File: src/rtl/rom_loader_receiver.sv
// rom_loader_receiver: receives words from an external ROM loader over a
// load/sck/data/ack handshake and turns each one into a memory write on a
// valid/ready port with an auto-incrementing address. The loader pins are
// asynchronous and pass through SYNC_STAGES-deep synchronizers.
// Optional feature: define ROM_LOADER_CHECKSUM_EN to add a modulo-2^DATA_WIDTH
// checksum output covering every word accepted in the current session.
module rom_loader_receiver #(
  parameter int DATA_WIDTH  = 16,
  parameter int ADDR_WIDTH  = 16,
  parameter int SYNC_STAGES = 2
) (
  input  logic                  clk,
  input  logic                  reset,
  input  logic                  rom_loader_load,
  input  logic                  rom_loader_sck,
  input  logic [DATA_WIDTH-1:0] rom_loader_data,
  output logic                  rom_loader_ack,
  output logic                  wr_valid,
  input  logic                  wr_ready,
  output logic [ADDR_WIDTH-1:0] wr_addr,
  output logic [DATA_WIDTH-1:0] wr_data,
  output logic                  loading,
  output logic [ADDR_WIDTH-1:0] word_count,
  output logic                  overflow
`ifdef ROM_LOADER_CHECKSUM_EN
  ,
  output logic [DATA_WIDTH-1:0] checksum
`endif
);

  typedef enum logic [1:0] {IDLE, WAIT_HI, WRITE, WAIT_LO} state_t;

  localparam logic [ADDR_WIDTH-1:0] ADDR_ONE = ADDR_WIDTH'(1);

  state_t                 state;
  logic [SYNC_STAGES-1:0] load_sync;
  logic [SYNC_STAGES-1:0] sck_sync;
  logic                   load_s;
  logic                   sck_s;
  logic                   load_s_prev;
  logic                   sck_s_prev;
  logic                   load_rise;
  logic                   sck_rise;
  logic                   start_sess;
  logic                   wr_fire;

  assign load_s     = load_sync[SYNC_STAGES-1];
  assign sck_s      = sck_sync[SYNC_STAGES-1];
  assign load_rise  = load_s & ~load_s_prev;
  assign sck_rise   = sck_s & ~sck_s_prev;
  assign start_sess = (state == IDLE) && load_rise;
  assign wr_fire    = (state == WRITE) && wr_valid && wr_ready;

  // Synchronize the asynchronous loader pins and keep last values for edge detection
  always_ff @(posedge clk or posedge reset) begin
    if (reset) begin
      load_sync   <= '0;
      sck_sync    <= '0;
      load_s_prev <= 1'b0;
      sck_s_prev  <= 1'b0;
    end else begin
      load_sync[0] <= rom_loader_load;
      sck_sync[0]  <= rom_loader_sck;
      for (int i = 1; i < SYNC_STAGES; i++) begin
        load_sync[i] <= load_sync[i-1];
        sck_sync[i]  <= sck_sync[i-1];
      end
      load_s_prev <= load_s;
      sck_s_prev  <= sck_s;
    end
  end

  // Session FSM with registered handshake, write-port and status outputs
  always_ff @(posedge clk or posedge reset) begin
    if (reset) begin
      state          <= IDLE;
      rom_loader_ack <= 1'b0;
      wr_valid       <= 1'b0;
      wr_addr        <= '0;
      wr_data        <= '0;
      loading        <= 1'b0;
      word_count     <= '0;
      overflow       <= 1'b0;
    end else begin
      case (state)
        IDLE: begin
          // sck activity is ignored until a session opens
          if (start_sess) begin
            state      <= WAIT_HI;
            loading    <= 1'b1;
            wr_addr    <= '0;
            word_count <= '0;
            overflow   <= 1'b0;
          end
        end
        WAIT_HI: begin
          // load falling wins over a coincident sck rise
          if (!load_s) begin
            state   <= IDLE;
            loading <= 1'b0;
          end else if (sck_rise) begin
            state    <= WRITE;
            wr_data  <= rom_loader_data;
            wr_valid <= 1'b1;
          end
        end
        WRITE: begin
          // a pending write is never withdrawn, even if the session ends
          if (wr_fire) begin
            wr_valid   <= 1'b0;
            wr_addr    <= wr_addr + ADDR_ONE;
            word_count <= word_count + ADDR_ONE;
            if (&wr_addr) begin
              overflow <= 1'b1;
            end
            if (load_s) begin
              state          <= WAIT_LO;
              rom_loader_ack <= 1'b1;
            end else begin
              state   <= IDLE;
              loading <= 1'b0;
            end
          end
        end
        WAIT_LO: begin
          if (!load_s) begin
            state          <= IDLE;
            loading        <= 1'b0;
            rom_loader_ack <= 1'b0;
          end else if (!sck_s) begin
            state          <= WAIT_HI;
            rom_loader_ack <= 1'b0;
          end
        end
        default: begin
          state <= IDLE;
        end
      endcase
    end
  end

`ifdef ROM_LOADER_CHECKSUM_EN
  function automatic logic [DATA_WIDTH-1:0] wrap_add(
    input logic [DATA_WIDTH-1:0] a,
    input logic [DATA_WIDTH-1:0] b
  );
    return a + b;
  endfunction

  // Running session checksum: cleared when a session opens, summed per accepted word
  always_ff @(posedge clk or posedge reset) begin
    if (reset) begin
      checksum <= '0;
    end else if (start_sess) begin
      checksum <= '0;
    end else if (wr_fire) begin
      checksum <= wrap_add(checksum, wr_data);
    end
  end
`endif

endmodule

File: config.mk
export PLATFORM = sky130hd
export DESIGN_NAME = rom_loader_receiver
export DESIGN_NICKNAME = d
export VERILOG_FILES = /design/src/rtl/rom_loader_receiver.sv
export SDC_FILE = /design/constraint.sdc
export NUM_CORES = 1
export LEC_CHECK = 0
export CAP_MARGIN = 20
export CORE_MARGIN = 2
export CORE_UTILIZATION = 43
export DETAILED_ROUTE_END_ITERATION = 10
export PLACE_DENSITY = 0.74
export SLEW_MARGIN = 20
export SYNTH_ARGS = -nofsm -noshare
export SYNTH_HDL_FRONTEND = slang
export SYNTH_SLANG_ARGS = --single-unit
File: constraint.sdc
create_clock -name clk -period 4.2 [get_ports clk]
set_input_delay 0.84 -clock clk [delete_from_list [all_inputs] [get_ports clk]]
set_output_delay 0.84 -clock clk [all_outputs]
set_load 0.005 [all_outputs]
==> key figures, run 1 <==
Yosys
  • Cell Area, Synth: about 2700 µm²
  • Predominant post-synthesis flop cell: dfrtp_1
  • Yosys top cell by area: dfrtp_1
  • Number of synthesized flops with an enable pin: 0
  • Net Count, Synth: 255
  • Synth warnings: 0
  • Syn Inst Count: 232
  • FFs w/ async S/R, synth: 100.0%
  • Flip-flop and latch count after synthesis: 60
  • Average cell area after synthesis: roughly 11 µm²
  • Area share of the largest cell type after synthesis: a little under three fifths
  • Part of the Yosys area used for sequential elements: around 56%
  • Largest cells by area after synthesis: dfrtp_1, mux2_2, mux2i_1
  • Number of unique standard cell types used by synthesis: 39

Global route
  • Maximum number of pins on one net before global-route repair: 41
  • Antenna violations before repair: 0
  • GRT Util Overall: 19.21%
  • Number of global-route vias before repair: 2144
  • Wire length of the first global-routing pass: between 9000 and 10000 µm
  • Remaining global-route overflow: 0

Clock tree
  • Clock H-tree levels: 3
  • CTS tree: yes
  • Buffers inserted during post-CTS setup optimization: 0
  • Clock transition at path regs: 0.06 ns
  • Clk sink count: 60
  • Hold buffer count at CTS: 0
  • Library cell used as clock root buffer: clkbuf_8
  • Later-pin clock latency in the skew report: roughly 0.33 ns
  • Number of buffers created by CTS: 9
  • CTS-repair resized insts: 0
  • Clock Path Buffers: 2

Floorplan
  • Num rows: 28
  • Top-level port count: 73
  • Die outline area: 6829 µm²
  • Horizontal die dimension: 82.64 µm
  • Core area: 5956 µm²
  • Effective utilization at floorplan: 44.64%
  • Die height: 82.64 µm

STA
  • Worst-Margin Slew: 0.8486 ns
  • Clock period minus final worst setup slack: about 2.5 ns
  • Final-report hold violation count: 0
  • Unrepaired setup endpoints after global routing: no
  • Post-route clock period utilization: 60.10%
  • Final worst clock skew: 0.006175 ns
  • Count of pins over their slew limit: 0
  • Total of endpoints with negative setup slack in the final report: 0
  • Hold slack final: 0.3501 ns
  • Slew margin rel.: between 40% and 50%
  • Maximum operating frequency: 0.3962 GHz
  • Setup Total Neg Slack: 0 ns

Placed design
  • Detailed-placement wirelength estimate: approximately 3900 µm
  • Buffers added on ports: 72
  • Final RePlAce weighted congestion: just under 0.8

Flow run
  • Count of max-cap constraint violations: 0

Finish
  • Layout area overhead: 36.85%
  • Seq. cell area: between 1500 and 2000 µm²
  • # fillers: 528
  • Multi-input combinational cell area: 1082 µm²
  • Leading cell type in the layout, fill and taps excluded: clkdlybuf4s50_1
  • Most used cells in the layout excluding fill and tap cells: clkdlybuf4s50_1, dfrtp_1, nand2_1, nor2_1, mux2_2
  • Layout cells sized above 1: 12.82%
  • NumNets Final: 331
  • Antenna diodes: 0

Drt
  • Number of vias in the routed layout: 2054
  • Detailed-routing iteration count for the pre-antenna-repair pass: 5
  • Routed length per instance: 15.02 µm
  • Routed via count divided by cell count: 5.307
  • DRC errors left: 0
  • Detailed router's first-iteration violation count: 62
  • Post-detailed-routing wire length: 5813 µm
  • Antenna-violating nets left: 0

Worst setup path
  • Required @ worst endpoint: between 4 and 5 ns
  • Max incr delay on CP: 0.60 ns
  • Kind of start point of the critical path: input port
  • Critical path cell sequence: clkdlybuf4s50_1 -> nand4b_2 -> nor3_1 -> nand4_1 -> mux2i_1
  • Crit path arrival time: approximately 2.7 ns
  • Critical path start-end classification: input port to register
  • Maximum fanout encountered on the critical timing path: 18
  • Setup crit end kind: register
  • Slowest-stage cell, CP: nor3_1

Power
  • Peak supply drop: 0.3909 mV
  • PD cells: about 500 nW/µm²
  • Leakage power: 1.572 nW

Hold path
  • Type of the worst min-delay path: register to register

Run status
  • Result of the run: complete, no violations
## sequential cells by signal, summed over array words and instances (netlist names)
name / flops
load_s_prev: 1
load_sync: 2
loading: 1
overflow: 1
rom_loader_ack: 1
sck_s_prev: 1
sck_sync: 2
state: 2
word_count: 16
wr_addr: 16
wr_data: 16
wr_valid: 1
## metal layers
metal	global-route usage [%]	part of all wire, %	vias to the layer above
li1	-	-	975
met1	24.26	44	986
met2	28.55	44	83
met3	7.065	9.7	10
met4	10.66	1.8	0
met5	0	0	-
## path summary, 6_finish.rpt
| check | from | end | slack, ns | depth (start not counted) |
|---|---|---|---|---|
| max in group asynchronous | reset | wr_valid | 2.41 | 3 |
| min in group asynchronous | reset | wr_data[0] | 1.00 | 2 |
| worst max register to register | state[1] | wr_data[5] | 1.87 | 3 |
| worst max-delay path | wr_ready | wr_addr[11] | 1.68 | 5 |
| worst min register to register | sck_sync[0] | sck_sync[1] | 0.35 | 0 |
| worst min-delay path | sck_sync[0] | sck_sync[1] | 0.35 | 0 |
## layout make-up
cell class                 count  area share [%]
multi-input combinational    157           29.75
inverter                       6          0.6190
sequential                    60           41.27
tap                           75           2.579
clock buffer                  14           4.746
timing repair buffer          74           20.22
clock inverter                 1          0.8253
## power breakdown
part	switching [mW]	internal, mW	leakage (nW)	total (mW)
combinational	0.169	0.303	0.682	0.472
sequential	0.117	0.697	0.787	0.814
clock	0.213	0.320	0.103	0.533
## cell usage after synthesis, types with 3 or more instances
master and n:
mux2_2 16, o21ai_0 4, xnor2_1 8, nand3_1 10
a21oi_1 9, nand4_1 14, nor2_1 20, xor2_1 4
nor3_1 7, a22o_1 3, nand2_1 24, mux2i_1 12
dfrtp_1 60, inv_1 6, buf_2 3, clkbuf_1 4
## worst max-delay path, delay by kind of cell
family        cells  cell delay [ns]
buf+inv           1             0.51
mux               1             0.14
simple gates      3             1.23
## kinds of logic (layout without fill, tap and decap cells)
kind of cell	count (synthesis)	in the layout	share of synthesized area (%)
and+or+nand+nor	91	91	18.12
muxes	28	28	11.29
xor gates and xnor gates	12	12	3.953
DFF	60	60	56.47
AOI/OAI and AO/OA	24	24	6.400
buffers and inverters	15	95	2.823
adders and majority gates	2	2	0.9410
## through the flow
| stage | area, µm² | setup slack (ns) | cells | power [mW] | util [%] |
|---|---|---|---|---|---|
| 3_5_place_dp | 3436 | 1.342 | 372 | 1.300 | 57.69 |
| 3_3_place_gp | 3436 | 1.390 | 372 | 1.282 | 57.69 |
| 5_1_grt | 3638 | 1.518 | 387 | 1.923 | 61.09 |
| 6_report | 3638 | 1.676 | 387 | 1.819 | 61.09 |
| 4_1_cts | 3638 | 1.696 | 387 | 1.836 | 61.09 |
| 2_1_floorplan | 2659 | 1.875 | 232 | 1.014 | - |
No activity file was read; power rests on OpenSTA's default activity.
==> inputs of run 2 (changes only) <==
clock period = 2.5 ns   (was 4.2 ns; I/O delays follow)
==> run 2 against run 1 <==
  * Sequential share of layout area decreased by 0.70 points
  * Die area did not move
  * Non-clock buffer count increased by 5
  * Clock power increased by 79%
  * Combinational power increased by 71%
  * Register-to-register slack worse by 1.4 ns
  * Worst setup slack got worse by 1.2 ns
  * Critical path type is now register to register
  * Critical endpoint is now wr_addr[12]
  * Largest power group unchanged
==> key figures, run 2 (synthesized netlist as in run 1, its figures left out) <==
Placed design
  • Placed cell area: 3486 µm²
  • Detailed-placement wirelength estimate: 3930 µm
  • Final RePlAce weighted congestion: 0.7991
  • Buffers added on ports: 72

Clock tree
  • Clock Path Buffers: 2
  • Library cell used as clock root buffer: clkbuf_8
  • CTS-repair resized insts: 0
  • Later-pin clock latency in the skew report: 0.34 ns
  • Clock H-tree levels: 3
  • CTS tree: yes
  • Buffers inserted during post-CTS setup optimization: 0
  • Clock transition at path regs: approximately 0.070 ns
  • Hold buffer count at CTS: 0
  • Clk sink count: 60
  • Number of buffers created by CTS: 9

STA
  • Final-report hold violation count: 0
  • Clock period minus final worst setup slack: 2.012 ns
  • Post-route clock period utilization: between 80% and 90%
  • Unrepaired setup endpoints after global routing: no
  • Hold slack final: 0.3493 ns
  • Worst-Margin Slew: 0.4333 ns
  • Maximum operating frequency: 0.4970 GHz
  • Slew margin rel.: 71.11%
  • Setup Total Neg Slack: 0 ns
  • Count of pins over their slew limit: 0
  • Total of endpoints with negative setup slack in the final report: 0
  • Final worst clock skew: 0.006734 ns

Finish
  • Layout area overhead: 39.20%
  • Leading cell type in the layout, fill and taps excluded: clkdlybuf4s50_1
  • Most used cells in the layout excluding fill and tap cells: clkdlybuf4s50_1, dfrtp_1, nand2_1, nor2_1, mux2_2
  • Area of all placed cells without fillers: between 3000 and 4000 µm²
  • NumNets Final: 336
  • # fillers: 500
  • Antenna diodes: 0
  • Layout cells sized above 1: 15.09%
  • Seq. cell area: about 1500 µm²
  • Registers with the most flip-flops: word_count (16), wr_addr (16), wr_data (16)
  • Util after Layout: 62.14%
  • Multi-input combinational cell area: about 1100 µm²

Worst setup path
  • Maximum fanout encountered on the critical timing path: 16
  • Worst reg2reg path startpoint: state[1]
  • Path length in cells of the critical path: 4
  • Crit path arrival time: around 2.2 ns
  • Setup slack, reg-to-reg: approximately 0.5 ns
  • Kind of start point of the critical path: register
  • Worst reg2reg path endpoint: wr_addr[12]
  • Critical path start-end classification: register to register
  • Delay-heaviest family, CP: simple AND/OR/NAND/NOR gates
  • Slowest-stage cell, CP: or4b_4
  • Buffers plus inverters on the worst setup path: 0
  • Required @ worst endpoint: between 2 and 3 ns
  • Depth of the most critical reg-to-reg path: 4
  • Max incr delay on CP: 0.74 ns
  • Setup crit end kind: register
  • Critical path cell sequence: or4b_4 -> a2111oi_4 -> xnor2_1 -> nor2_1

Floorplan
  • Top-level port count: between 70 and 80
  • Effective utilization at floorplan: 44.64%
  • Horizontal die dimension: 82.64 µm
  • Die outline area: 6829 µm²
  • Core area: 5956 µm²
  • Num rows: 28
  • Die height: 82.64 µm

Power
  • PD cells: 844.6 nW/µm²
  • Peak supply drop: 0.6910 mV
  • Leakage power: ~1.6 nW

Global route
  • Remaining global-route overflow: 0
  • GRT Util Overall: about a fifth
  • Antenna violations before repair: 0
  • Wire length of the first global-routing pass: 9653 µm
  • Number of global-route vias before repair: between 2000 and 2500
  • Maximum number of pins on one net before global-route repair: 61

Drt
  • Routed via count divided by cell count: 5.280
  • Detailed router's first-iteration violation count: 109
  • Detailed-routing iteration count for the pre-antenna-repair pass: 4
  • DRC errors left: 0
  • Routed length per instance: 14.80 µm
  • Number of vias in the routed layout: between 2000 and 2500
  • Post-detailed-routing wire length: 5815 µm
  • Antenna-violating nets left: 0

Flow run
  • Count of max-cap constraint violations: 0

Hold path
  • Hold path cells: 0
  • Type of the worst min-delay path: register to register
  • Hold Crit Endpoint: load_sync[1]
  • Worst min-delay path startpoint: load_sync[0]

Run status
  • Result of the run: complete, no violations
run 2: cell types whose count changed in the layout (fill, tap and decap cells not counted), sizes merged:
| cell | before | now |
|---|---|---|
| clkbuf | 14 | 9 |
| buf | 2 | 7 |
| clkinvlp | 0 | 1 |
| clkinv | 0 | 4 |
| bufinv | 1 | 2 |
run 2: cell type report:
cell class	instances	area share [%]
clock buffer	9	3.347
multi-input combinational	157	29.24
timing repair buffer	79	21.23
clock inverter	7	2.468
sequential	60	40.57
tap	75	2.535
inverter	6	0.6085
run 2: report_power, final:
group          internal (mW)  leakage [nW]  switching (mW)
sequential              1.17         0.787           0.196
clock                  0.557         0.109           0.395
combinational          0.520         0.712           0.287
run 2: how the worst max path moves through the flow:
| stage | startpoint | slack, ns | endpoint |
|---|---|---|---|
| floorplan | reset | 0.52 | load_s_prev |
| global placement | wr_ready | 0.31 | wr_addr[10] |
| detailed placement | wr_ready | 0.27 | wr_addr[12] |
| CTS | state[1] | 0.50 | wr_addr[12] |
| global route | state[1] | 0.39 | wr_addr[12] |
| finish | state[1] | 0.49 | wr_addr[12] |
run 2: layer usage:
| layer | vias up | track usage, % | routed length [µm] |
|---|---|---|---|
| met4 | 0 | 6.230 | 55 |
| li1 | 988 | - | - |
| met3 | 8 | 8.370 | 486 |
| met5 | - | 0 | 0 |
| met1 | 1015 | 25.11 | 2736 |
| met2 | 64 | 27.82 | 2537 |
run 2: per-stage QoR:
stage,setup WS (ns),total power [mW],cells
6_report,0.4880,3.126,393
5_1_grt,0.3862,3.299,393
4_1_cts,0.4965,3.162,393
3_5_place_dp,0.2657,2.195,377
3_3_place_gp,0.3092,2.169,377
2_1_floorplan,0.5153,1.703,232
